[src/rtl/mips_pkg.sv]
// -----------------------------------------------------------------------------
// mips_pkg
// Shared definitions for the multi-cycle MIPS control path:
//   - opcode constants for the supported instructions
//   - ALUOp, ALUSrcB and PCSource encodings
//   - controller state enum (state_e) and instruction-class enum (iclass_e)
// Optional feature macro: ILLEGAL_TRAP_EN (adds the HALT state).
// -----------------------------------------------------------------------------
package mips_pkg;

    // Opcodes, instruction[31:26]
    localparam logic [5:0] OP_RTYPE = 6'b000000;
    localparam logic [5:0] OP_LW    = 6'b100011;
    localparam logic [5:0] OP_SW    = 6'b101011;
    localparam logic [5:0] OP_BEQ   = 6'b000100;
    localparam logic [5:0] OP_J     = 6'b000010;
    localparam logic [5:0] OP_ADDI  = 6'b001000;

    // ALU operation select
    localparam logic [1:0] ALUOP_ADD   = 2'b00;
    localparam logic [1:0] ALUOP_SUB   = 2'b01;
    localparam logic [1:0] ALUOP_FUNCT = 2'b10;

    // ALU B-operand select
    localparam logic [1:0] SRCB_B       = 2'b00;
    localparam logic [1:0] SRCB_FOUR    = 2'b01;
    localparam logic [1:0] SRCB_IMM     = 2'b10;
    localparam logic [1:0] SRCB_IMM_SH2 = 2'b11;

    // Next-PC source select
    localparam logic [1:0] PCSRC_ALU    = 2'b00;
    localparam logic [1:0] PCSRC_ALUOUT = 2'b01;
    localparam logic [1:0] PCSRC_JUMP   = 2'b10;

    // Controller states. HALT only exists in the trapping build.
    typedef enum logic [3:0] {
        S_FETCH     = 4'd0,
        S_DECODE    = 4'd1,
        S_MEM_ADDR  = 4'd2,
        S_MEM_READ  = 4'd3,
        S_MEM_WB    = 4'd4,
        S_MEM_WRITE = 4'd5,
        S_R_EXEC    = 4'd6,
        S_R_WB      = 4'd7,
        S_ADDI_EXEC = 4'd8,
        S_ADDI_WB   = 4'd9,
        S_BRANCH    = 4'd10,
        S_JUMP      = 4'd11
`ifdef ILLEGAL_TRAP_EN
        ,
        S_HALT      = 4'd12
`endif
    } state_e;

    // Instruction classes used for the DECODE dispatch
    typedef enum logic [2:0] {
        CLS_MEM     = 3'd0,
        CLS_RTYPE   = 3'd1,
        CLS_ADDI    = 3'd2,
        CLS_BEQ     = 3'd3,
        CLS_JUMP    = 3'd4,
        CLS_ILLEGAL = 3'd5
    } iclass_e;

endpackage

[src/rtl/multicycle_control_if.sv]
// -----------------------------------------------------------------------------
// multicycle_control_if
// Bundles the controller's datapath-facing signals.
//   Inputs to the controller : opcode, mem_ready
//   Outputs of the controller: PC/memory/IR/register-file/ALU strobes,
//                              instr_done, dbgState (current state, for debug)
//                              and illegal when ILLEGAL_TRAP_EN is defined.
// Handshake: MemRead/MemWrite are requests held stable until the memory
// answers with mem_ready=1 in the same cycle; that cycle completes the access.
// Modports: master = controller, slave = datapath/memory side.
// Optional feature macro: ILLEGAL_TRAP_EN.
// -----------------------------------------------------------------------------
interface multicycle_control_if;
    import mips_pkg::*;

    logic [5:0] opcode;
    logic       mem_ready;
    logic       PCWrite;
    logic       PCWriteCond;
    logic       IorD;
    logic       MemRead;
    logic       MemWrite;
    logic       IRWrite;
    logic       MemtoReg;
    logic       RegDst;
    logic       RegWrite;
    logic       ALUSrcA;
    logic [1:0] ALUSrcB;
    logic [1:0] ALUOp;
    logic [1:0] PCSource;
    logic       instr_done;
    state_e     dbgState;
`ifdef ILLEGAL_TRAP_EN
    logic       illegal;
`endif

    modport master (
        input  opcode, mem_ready,
        output PCWrite, PCWriteCond, IorD, MemRead, MemWrite, IRWrite,
               MemtoReg, RegDst, RegWrite, ALUSrcA, ALUSrcB, ALUOp,
               PCSource, instr_done, dbgState
`ifdef ILLEGAL_TRAP_EN
        , illegal
`endif
    );

    modport slave (
        output opcode, mem_ready,
        input  PCWrite, PCWriteCond, IorD, MemRead, MemWrite, IRWrite,
               MemtoReg, RegDst, RegWrite, ALUSrcA, ALUSrcB, ALUOp,
               PCSource, instr_done, dbgState
`ifdef ILLEGAL_TRAP_EN
        , illegal
`endif
    );

endinterface

[src/rtl/opcode_class.sv]
// -----------------------------------------------------------------------------
// opcode_class
// Purely combinational map from the 6-bit opcode to an instruction class.
//   opcode : in  6  instruction[31:26]
//   iclass : out    class code (iclass_e); unknown opcodes map to CLS_ILLEGAL
// lw and sw share CLS_MEM; they are told apart later in MEM_ADDR.
// -----------------------------------------------------------------------------
module opcode_class
    import mips_pkg::*;
(
    input  logic [5:0] opcode,
    output iclass_e    iclass
);

    always_comb begin
        iclass = CLS_ILLEGAL;
        case (opcode)
            OP_LW,
            OP_SW:    iclass = CLS_MEM;
            OP_RTYPE: iclass = CLS_RTYPE;
            OP_ADDI:  iclass = CLS_ADDI;
            OP_BEQ:   iclass = CLS_BEQ;
            OP_J:     iclass = CLS_JUMP;
            default:  iclass = CLS_ILLEGAL;
        endcase
    end

endmodule

[src/rtl/multicycle_control.sv]
// -----------------------------------------------------------------------------
// multicycle_control
// Moore sequencing FSM for the multi-cycle MIPS datapath. Each instruction is
// stepped through fetch, decode, execute, memory and write-back; the memory
// states stretch while mem_ready is low.
//   clk   : in  core clock, rising edge
//   rst_n : in  synchronous active-low reset
//   bus   : multicycle_control_if.master (opcode/mem_ready in, strobes out)
// All strobes are decoded from the state register. The only combinational
// qualifiers are rst_n (forces every strobe low), mem_ready (IRWrite/PCWrite
// in FETCH and instr_done in MEM_WRITE) and, in the non-trapping build, the
// opcode class in DECODE so an unknown opcode can report completion there.
// Optional feature macro: ILLEGAL_TRAP_EN -- unknown opcodes park the FSM in
// HALT with bus.illegal high until reset.
// -----------------------------------------------------------------------------
module multicycle_control
    import mips_pkg::*;
(
    input  logic                    clk,
    input  logic                    rst_n,
    multicycle_control_if.master    bus
);

    localparam logic [3:0] FETCH     = S_FETCH;
    localparam logic [3:0] DECODE    = S_DECODE;
    localparam logic [3:0] MEM_ADDR  = S_MEM_ADDR;
    localparam logic [3:0] MEM_READ  = S_MEM_READ;
    localparam logic [3:0] MEM_WB    = S_MEM_WB;
    localparam logic [3:0] MEM_WRITE = S_MEM_WRITE;
    localparam logic [3:0] R_EXEC    = S_R_EXEC;
    localparam logic [3:0] R_WB      = S_R_WB;
    localparam logic [3:0] ADDI_EXEC = S_ADDI_EXEC;
    localparam logic [3:0] ADDI_WB   = S_ADDI_WB;
    localparam logic [3:0] BRANCH    = S_BRANCH;
    localparam logic [3:0] JUMP      = S_JUMP;
`ifdef ILLEGAL_TRAP_EN
    localparam logic [3:0] HALT      = S_HALT;
`endif

    logic [3:0] state;
    logic [3:0] nextState;
    iclass_e    iclass;

    logic       pcWrite;
    logic       pcWriteCond;
    logic       iorD;
    logic       memRead;
    logic       memWrite;
    logic       irWrite;
    logic       memtoReg;
    logic       regDst;
    logic       regWrite;
    logic       aluSrcA;
    logic [1:0] aluSrcB;
    logic [1:0] aluOp;
    logic [1:0] pcSource;
    logic       instrDone;
`ifdef ILLEGAL_TRAP_EN
    logic       illegalOut;
`endif

    opcode_class uClass (
        .opcode (bus.opcode),
        .iclass (iclass)
    );

    // State register
    always_ff @(posedge clk) begin
        if (!rst_n) begin
            state <= FETCH;
        end else begin
            state <= nextState;
        end
    end

    // Next-state logic
    always_comb begin
        nextState = state;
        case (state)
            FETCH: begin
                if (bus.mem_ready) nextState = DECODE;
            end
            DECODE: begin
                case (iclass)
                    CLS_MEM:   nextState = MEM_ADDR;
                    CLS_RTYPE: nextState = R_EXEC;
                    CLS_ADDI:  nextState = ADDI_EXEC;
                    CLS_BEQ:   nextState = BRANCH;
                    CLS_JUMP:  nextState = JUMP;
`ifdef ILLEGAL_TRAP_EN
                    default:   nextState = HALT;
`else
                    default:   nextState = FETCH;
`endif
                endcase
            end
            // Opcode is held in the IR, so it still names lw or sw here.
            MEM_ADDR:  nextState = (bus.opcode == OP_SW) ? MEM_WRITE : MEM_READ;
            MEM_READ: begin
                if (bus.mem_ready) nextState = MEM_WB;
            end
            MEM_WB:    nextState = FETCH;
            MEM_WRITE: begin
                if (bus.mem_ready) nextState = FETCH;
            end
            R_EXEC:    nextState = R_WB;
            R_WB:      nextState = FETCH;
            ADDI_EXEC: nextState = ADDI_WB;
            ADDI_WB:   nextState = FETCH;
            BRANCH:    nextState = FETCH;
            JUMP:      nextState = FETCH;
`ifdef ILLEGAL_TRAP_EN
            HALT:      nextState = HALT;
`endif
            default:   nextState = FETCH;
        endcase
    end

    // Output decode. Everything defaults low; reset masks the whole decode so
    // no register, memory or PC write can leak through in the reset cycle.
    always_comb begin
        pcWrite     = 1'b0;
        pcWriteCond = 1'b0;
        iorD        = 1'b0;
        memRead     = 1'b0;
        memWrite    = 1'b0;
        irWrite     = 1'b0;
        memtoReg    = 1'b0;
        regDst      = 1'b0;
        regWrite    = 1'b0;
        aluSrcA     = 1'b0;
        aluSrcB     = SRCB_B;
        aluOp       = ALUOP_ADD;
        pcSource    = PCSRC_ALU;
        instrDone   = 1'b0;
`ifdef ILLEGAL_TRAP_EN
        illegalOut  = 1'b0;
`endif
        if (rst_n) begin
            case (state)
                FETCH: begin
                    // PC+4 is computed every FETCH cycle but only committed,
                    // together with the IR load, when the read completes.
                    memRead  = 1'b1;
                    aluSrcB  = SRCB_FOUR;
                    irWrite  = bus.mem_ready;
                    pcWrite  = bus.mem_ready;
                end
                DECODE: begin
                    // Branch target precomputed into ALUOut.
                    aluSrcB  = SRCB_IMM_SH2;
`ifndef ILLEGAL_TRAP_EN
                    // Unknown opcode finishes here as a NOP.
                    instrDone = (iclass == CLS_ILLEGAL);
`endif
                end
                MEM_ADDR: begin
                    aluSrcA  = 1'b1;
                    aluSrcB  = SRCB_IMM;
                end
                MEM_READ: begin
                    memRead  = 1'b1;
                    iorD     = 1'b1;
                end
                MEM_WB: begin
                    regWrite  = 1'b1;
                    memtoReg  = 1'b1;
                    instrDone = 1'b1;
                end
                MEM_WRITE: begin
                    memWrite  = 1'b1;
                    iorD      = 1'b1;
                    instrDone = bus.mem_ready;
                end
                R_EXEC: begin
                    aluSrcA  = 1'b1;
                    aluSrcB  = SRCB_B;
                    aluOp    = ALUOP_FUNCT;
                end
                R_WB: begin
                    regWrite  = 1'b1;
                    regDst    = 1'b1;
                    instrDone = 1'b1;
                end
                ADDI_EXEC: begin
                    aluSrcA  = 1'b1;
                    aluSrcB  = SRCB_IMM;
                end
                ADDI_WB: begin
                    regWrite  = 1'b1;
                    instrDone = 1'b1;
                end
                BRANCH: begin
                    aluSrcA     = 1'b1;
                    aluSrcB     = SRCB_B;
                    aluOp       = ALUOP_SUB;
                    pcWriteCond = 1'b1;
                    pcSource    = PCSRC_ALUOUT;
                    instrDone   = 1'b1;
                end
                JUMP: begin
                    pcWrite   = 1'b1;
                    pcSource  = PCSRC_JUMP;
                    instrDone = 1'b1;
                end
`ifdef ILLEGAL_TRAP_EN
                HALT: begin
                    illegalOut = 1'b1;
                end
`endif
                default: begin
                end
            endcase
        end
    end

    assign bus.PCWrite     = pcWrite;
    assign bus.PCWriteCond = pcWriteCond;
    assign bus.IorD        = iorD;
    assign bus.MemRead     = memRead;
    assign bus.MemWrite    = memWrite;
    assign bus.IRWrite     = irWrite;
    assign bus.MemtoReg    = memtoReg;
    assign bus.RegDst      = regDst;
    assign bus.RegWrite    = regWrite;
    assign bus.ALUSrcA     = aluSrcA;
    assign bus.ALUSrcB     = aluSrcB;
    assign bus.ALUOp       = aluOp;
    assign bus.PCSource    = pcSource;
    assign bus.instr_done  = instrDone;
    assign bus.dbgState    = state_e'(state);
`ifdef ILLEGAL_TRAP_EN
    assign bus.illegal     = illegalOut;
`endif

endmodule

[src/flat_wrapper.sv]
// flat-port wrapper written by rule: the top's interface ports become plain ports
module multicycle_control_flat import mips_pkg::*;
  (clk, rst_n, bus_opcode, bus_mem_ready, bus_PCWrite, bus_PCWriteCond, bus_IorD, bus_MemRead, bus_MemWrite, bus_IRWrite, bus_MemtoReg, bus_RegDst, bus_RegWrite, bus_ALUSrcA, bus_ALUSrcB, bus_ALUOp, bus_PCSource, bus_instr_done, bus_dbgState);
  multicycle_control_if bus_i ();
  input  logic clk;
  input  logic rst_n;
  input wire logic [$bits(bus_i.opcode)-1:0] bus_opcode;
  input wire logic [$bits(bus_i.mem_ready)-1:0] bus_mem_ready;
  output wire logic [$bits(bus_i.PCWrite)-1:0] bus_PCWrite;
  output wire logic [$bits(bus_i.PCWriteCond)-1:0] bus_PCWriteCond;
  output wire logic [$bits(bus_i.IorD)-1:0] bus_IorD;
  output wire logic [$bits(bus_i.MemRead)-1:0] bus_MemRead;
  output wire logic [$bits(bus_i.MemWrite)-1:0] bus_MemWrite;
  output wire logic [$bits(bus_i.IRWrite)-1:0] bus_IRWrite;
  output wire logic [$bits(bus_i.MemtoReg)-1:0] bus_MemtoReg;
  output wire logic [$bits(bus_i.RegDst)-1:0] bus_RegDst;
  output wire logic [$bits(bus_i.RegWrite)-1:0] bus_RegWrite;
  output wire logic [$bits(bus_i.ALUSrcA)-1:0] bus_ALUSrcA;
  output wire logic [$bits(bus_i.ALUSrcB)-1:0] bus_ALUSrcB;
  output wire logic [$bits(bus_i.ALUOp)-1:0] bus_ALUOp;
  output wire logic [$bits(bus_i.PCSource)-1:0] bus_PCSource;
  output wire logic [$bits(bus_i.instr_done)-1:0] bus_instr_done;
  output wire logic [$bits(bus_i.dbgState)-1:0] bus_dbgState;
  assign bus_i.opcode = bus_opcode;
  assign bus_i.mem_ready = bus_mem_ready;
  assign bus_PCWrite = bus_i.PCWrite;
  assign bus_PCWriteCond = bus_i.PCWriteCond;
  assign bus_IorD = bus_i.IorD;
  assign bus_MemRead = bus_i.MemRead;
  assign bus_MemWrite = bus_i.MemWrite;
  assign bus_IRWrite = bus_i.IRWrite;
  assign bus_MemtoReg = bus_i.MemtoReg;
  assign bus_RegDst = bus_i.RegDst;
  assign bus_RegWrite = bus_i.RegWrite;
  assign bus_ALUSrcA = bus_i.ALUSrcA;
  assign bus_ALUSrcB = bus_i.ALUSrcB;
  assign bus_ALUOp = bus_i.ALUOp;
  assign bus_PCSource = bus_i.PCSource;
  assign bus_instr_done = bus_i.instr_done;
  assign bus_dbgState = bus_i.dbgState;
  multicycle_control u_core (.clk(clk), .rst_n(rst_n), .bus(bus_i));
endmodule
[config.mk]
export PLATFORM = sky130hd
export DESIGN_NAME = multicycle_control_flat
export DESIGN_NICKNAME = d
export VERILOG_FILES = /design/src/rtl/mips_pkg.sv /design/src/rtl/multicycle_control_if.sv /design/src/rtl/opcode_class.sv /design/src/rtl/multicycle_control.sv /design/src/flat_wrapper.sv
export SDC_FILE = /design/constraint.sdc
export NUM_CORES = 1
export LEC_CHECK = 0
export ABC_AREA = 1
export CAP_MARGIN = 30
export CORE_MARGIN = 4
export CORE_UTILIZATION = 42
export CTS_CLUSTER_SIZE = 20
export DETAILED_ROUTE_END_ITERATION = 8
export PLACE_DENSITY = 0.91
export SYNTH_ARGS = -nofsm -noshare
export SYNTH_HDL_FRONTEND = slang
export SYNTH_SLANG_ARGS = --single-unit
[constraint.sdc]
create_clock -name clk -period 2.8 [get_ports clk]
set_clock_uncertainty 0.05 [all_clocks]
set_input_delay 0.56 -clock clk [delete_from_list [all_inputs] [get_ports clk]]
set_output_delay 0.56 -clock clk [all_outputs]
set_load 0.01 [all_outputs]
## Word level (Yosys, flattened, before mapping)

Index checks and enable logic that the tools add are counted.

| operators by class | value |
|---|---|
| equal/unequal tests | 24 |
| multiplexer cells | 35 |
| reduce and logical (&&, ||, !) cells | 11 |

Operator list:

| operator | number |
|---|---|
| 4-bit case mux with 7 select lines | 1 |
| 1-bit 2-to-1 mux | 20 |
| 4-bit case mux with 5 select lines | 1 |
| 4-bit by 3-bit == test with 1-bit output, second input constant | 4 |
| 4-bit == test, second input constant | 4 |
| 3-bit case mux with 5 select lines | 1 |
| 6-bit == test, second input constant | 2 |
| 4-bit 2-to-1 mux | 3 |
| 4-bit by 2-bit == test with 1-bit output, second input constant | 2 |
| 2-bit case mux with 2 select lines | 2 |
| 2-bit OR reduction | 4 |
| 3-bit by 2-bit == test with 1-bit output, second input constant | 2 |
| 3-bit == test, second input constant | 2 |
| 6-bit by 2-bit == test with 1-bit output, second input constant | 1 |
| 6-bit by 3-bit == test with 1-bit output, second input constant | 1 |
| 6-bit by 4-bit == test with 1-bit output, second input constant | 1 |
| 6-bit zero test | 1 |
| 2-bit 2-to-1 mux | 3 |
| 2-bit inequality test, second input constant | 3 |
| 2-bit case mux with 3 select lines | 1 |
| 5-bit OR reduction | 1 |
| 4-bit by 1-bit == test with 1-bit output, second input constant | 1 |
| 4-bit zero test | 1 |
| 4-bit OR reduction | 1 |
| other kinds (7) | 7 |

| storage, ports and cells | value |
|---|---|
| bits in registers | 4 |
| input bits | 9 |
| logic and storage cells | 71 |

## Depth between registers and ports, before layout

| depth | value |
|---|---|
| depth in word-level cells | 6 |
| gate-level depth with buffers | 9 |

## Modules after synthesis

Synthesis repeated with hierarchy kept, for this count alone.

| unflattened totals | value |
|---|---|
| cell total of the unflattened synthesis | 122 |
| area total of the unflattened synthesis | 625.6 um^2 |

By module, submodules not included:

| module | instances | cells each | area each (um^2) | sequential area each (um^2) |
|---|---|---|---|---|
| multicycle_control | 1 | 97 | 513.0 | 80.1 |
| opcode_class | 1 | 25 | 112.6 | 0.0 |

## Worst setup path after synthesis

No wires, ideal clock.

| timing | value |
|---|---|
| kind | in2out |
| start | input rst_n |
| end | output bus_ALUOp[0] |
| data arrival time | 1314 ps |
| data required time | 2190 ps |
| path slack | 876 ps |
| stages on the path | 4 |
| path buffers | 2 |
| cells stage by stage | inv_1 clkbuf_1 nor2_1 buf_4 |

| on the way | value |
|---|---|
| cells in the longest elaborated chain, start to end | 1 |

RTL lines:

| element | RTL line | RTL |
|---|---|---|
| start: declaration | flat_wrapper.sv:6 | `input logic rst_n;` |
| 2-bit 2-to-1 mux | multicycle_control.sv:139 | `if (rst_n) begin` |
| end: declaration | flat_wrapper.sv:20 | `output wire logic [$bits(bus_i.ALUOp)-1:0] bus_ALUOp;` |

Every way passes these cells.

## Worst setup path after layout

| timing | value |
|---|---|
| start | input rst_n |
| end | output bus_MemtoReg |

| on the way | value |
|---|---|
| cells in the longest elaborated chain, start to end | 1 |

RTL lines:

| element | RTL line | RTL |
|---|---|---|
| 1-bit 2-to-1 mux | multicycle_control.sv:139 |  |
| end: declaration | flat_wrapper.sv:15 | `output wire logic [$bits(bus_i.MemtoReg)-1:0] bus_MemtoReg;` |

Every way passes these cells.

==> run metrics <==
cell count after synthesis=117; cell mode on critical path=clkdlybuf4s50_1; Post-Synth Adder-Cell Area=0%; Cell Pwr Density=around 250 nW/um^2; area of the multi-input gates=435 um^2; Layout Nets=159; Max Root-Sink Buffers=2; CTS tree=built; Root Driver=clkbuf_4; r2r worst-path depth=7; core area=1330 um^2; largest net degree at the start of global routing=15; Compound-Gate Fraction of Synth Area=12.3%; flops & latches, synth=4; clock transition at the registers of the reported paths=0.03 ns; largest family of logic cells by synthesized area=simple AND/OR/NAND/NOR gates; Post-Syn Area=611 um^2; sequential area share after synthesis=13.1%; layout cell share with drive strength beyond 1=16.2%; Worst path top cell family by delay=buffers and inverters; hold path start=u_core.bus.dbgState[0]; antenna violations before repair=0; WP data required=2.19 ns; CTS sink count=4; first-pass detailed-route iteration total=4; synth warn=0; Peak Freq=372 MHz; DRC violations left=0; WS Path Type=primary input to output port; dpl hpwl=1.64 mm; worst r2r src=u_core.bus.dbgState[1]; cts bufs inserted=3; hold slack=0.560 ns; critical path fanouts, max=14; final hold vios=0; fin. max-slew vios=0; Vias=875; Final setup viols=0; post-synthesis mux area share=0%; CP startpoint=rst_n; Worst path slowest cell=clkdlybuf4s50_1; ANT nets after route=0; CP endpoint kind=output port; RSZ-0062 raised after global routing=false; number of fill cells=119; Worst-Skew Late Latency=0.24 ns; Die Height=46.1 um; Slew Limit Headroom=72.3%; CP bufs+invs=3; R2R setup slack=1.43 ns; H-tree depth=1; Hold Path Stages=2; DR WL/cell=around 12 um; Placer Congestion=0.889; Hold EP=u_core.bus.dbgState[0]; slowest stage delay, CP=0.58 ns; max-cap viol count=0; port bufs=29; worst slew pin tran=0.415 ns; Lkg Pwr=0.455 nW; WL final=1.97 mm; Antenna diodes=0; vias in the first global route=805; peak supply drop=0.273 mV; cells along the critical path=clkdlybuf4s50_1 -> inv_1 -> nor4_2 -> clkdlybuf4s50_1; outcome=complete, no violations; post-layout min period=2.69 ns; Overflow after GRT=0; Starting Density=45.8%; Ports=30; first-pass GRT wire length=3.17 mm; Setup TNS Final=0 ns; register area=80.1 um^2; max FFs per register=4; overall routing resource usage=between 20% and 30%; Die ar.=2130 um^2; post-synthesis simple-gate area fraction=58.0%; Layout Area Growth over Synthesis=55.1%; XOR/XNOR Fraction of Synth Area=0%; HP Class=flip-flop to flip-flop; number of DRC markers in iteration 0=60; post-CTS setup buffers=0; synth unique cells=19; Worst Setup Start Kind=primary input; Critical R2R Capture=u_core.bus.dbgState[2]; Final period util=roughly 96%; synthesized area per cell=roughly 5.2 um^2; Synth Net Count=126; Crit path arrival time=2.08 ns; Via density=5.37; Placement Rows=13; Die Width=46.1 um; most frequent cells in the layout=nand2_1 (28), clkdlybuf4s50_1 (28), inv_1 (18)
[worst max-delay path by stage]
stage	end	slack [ns]	cells past startpoint
2_1_floorplan	bus_ALUOp[0]	0.88	4
3_3_place_gp	bus_instr_done	0.06	8
3_5_place_dp	bus_instr_done	0.03	8
4_1_cts	bus_instr_done	0.03	8
5_1_grt	bus_MemtoReg	0.01	4
6_report	bus_MemtoReg	0.11	4
[worst min-delay path, cell delays in order (launching register included)]
cell,delay [ns]
dfxtp_1,0.37
nand3_1,0.13
a21oi_2,0.06
[cell families after synthesis]
kind of cell | Yosys count
flip-flops | 4
buffers and inverters | 25
AND/OR/NAND/NOR | 75
AO/OA/AOI/OAI | 13
[area by class of cell]
class | instances | share of cell area (%)
repair buffers | 31 | 32.5
clock buffers | 3 | 2.38
flip-flops and latches | 4 | 8.45
inverters | 22 | 8.72
multi-input cells | 88 | 46.0
well taps | 15 | 1.98
[stage by stage]
stage	worst slack (ns)	instances	power, W	utilization (%)	cell area (um^2)
after floorplan	0.876	117	0.000119	-	611
final	0.114	163	0.000241	71.0	947
after detailed placement	0.0283	160	0.000167	68.7	916
after global routing	0.0138	163	0.000256	71.0	947
after CTS	0.0261	163	0.000239	70.4	938
after global placement	0.0579	160	0.000164	68.7	916
[what timing repair did]
item                                    in CTS  in global routing
endpoints found under the setup margin       0                  2
hold endpoints to repair                     0                  0
resized for setup                            0                  2
hold buffers                                 0                  0
[where the power goes]
group / total (W) / internal (W) / switching (W)
registers: 0.0000659 / 0.0000600 / 0.00000590
logic: 0.000102 / 0.0000468 / 0.0000551
clock network: 0.0000727 / 0.0000480 / 0.0000247
total: 0.000241 / 0.000155 / 0.0000857
[synth_stat cells, drive strengths merged]
library cell,count,area [um^2]
nor4,1,6.26
o21ai,2,10.0
inv,22,82.6
nor2,24,118
o211ai,1,7.51
clkbuf,1,3.75
a21oi,10,57.6
nand2,32,130
buf,2,15.0
nand3,12,65.1
nor3,2,10.0
nand4,4,25.0
dfxtp,4,80.1
[metal layers]
metal / GRT usage (%) / vias to the layer above / part of all wire [%]
li1: - / 432 / -
met1: 23.5 / 384 / 38
met2: 35.7 / 57 / 49
met3: 3.91 / 2 / 11
met4: 7.95 / 0 / 1.1
met5: 0 / - / 0
(Power assumes the default switching activity.)
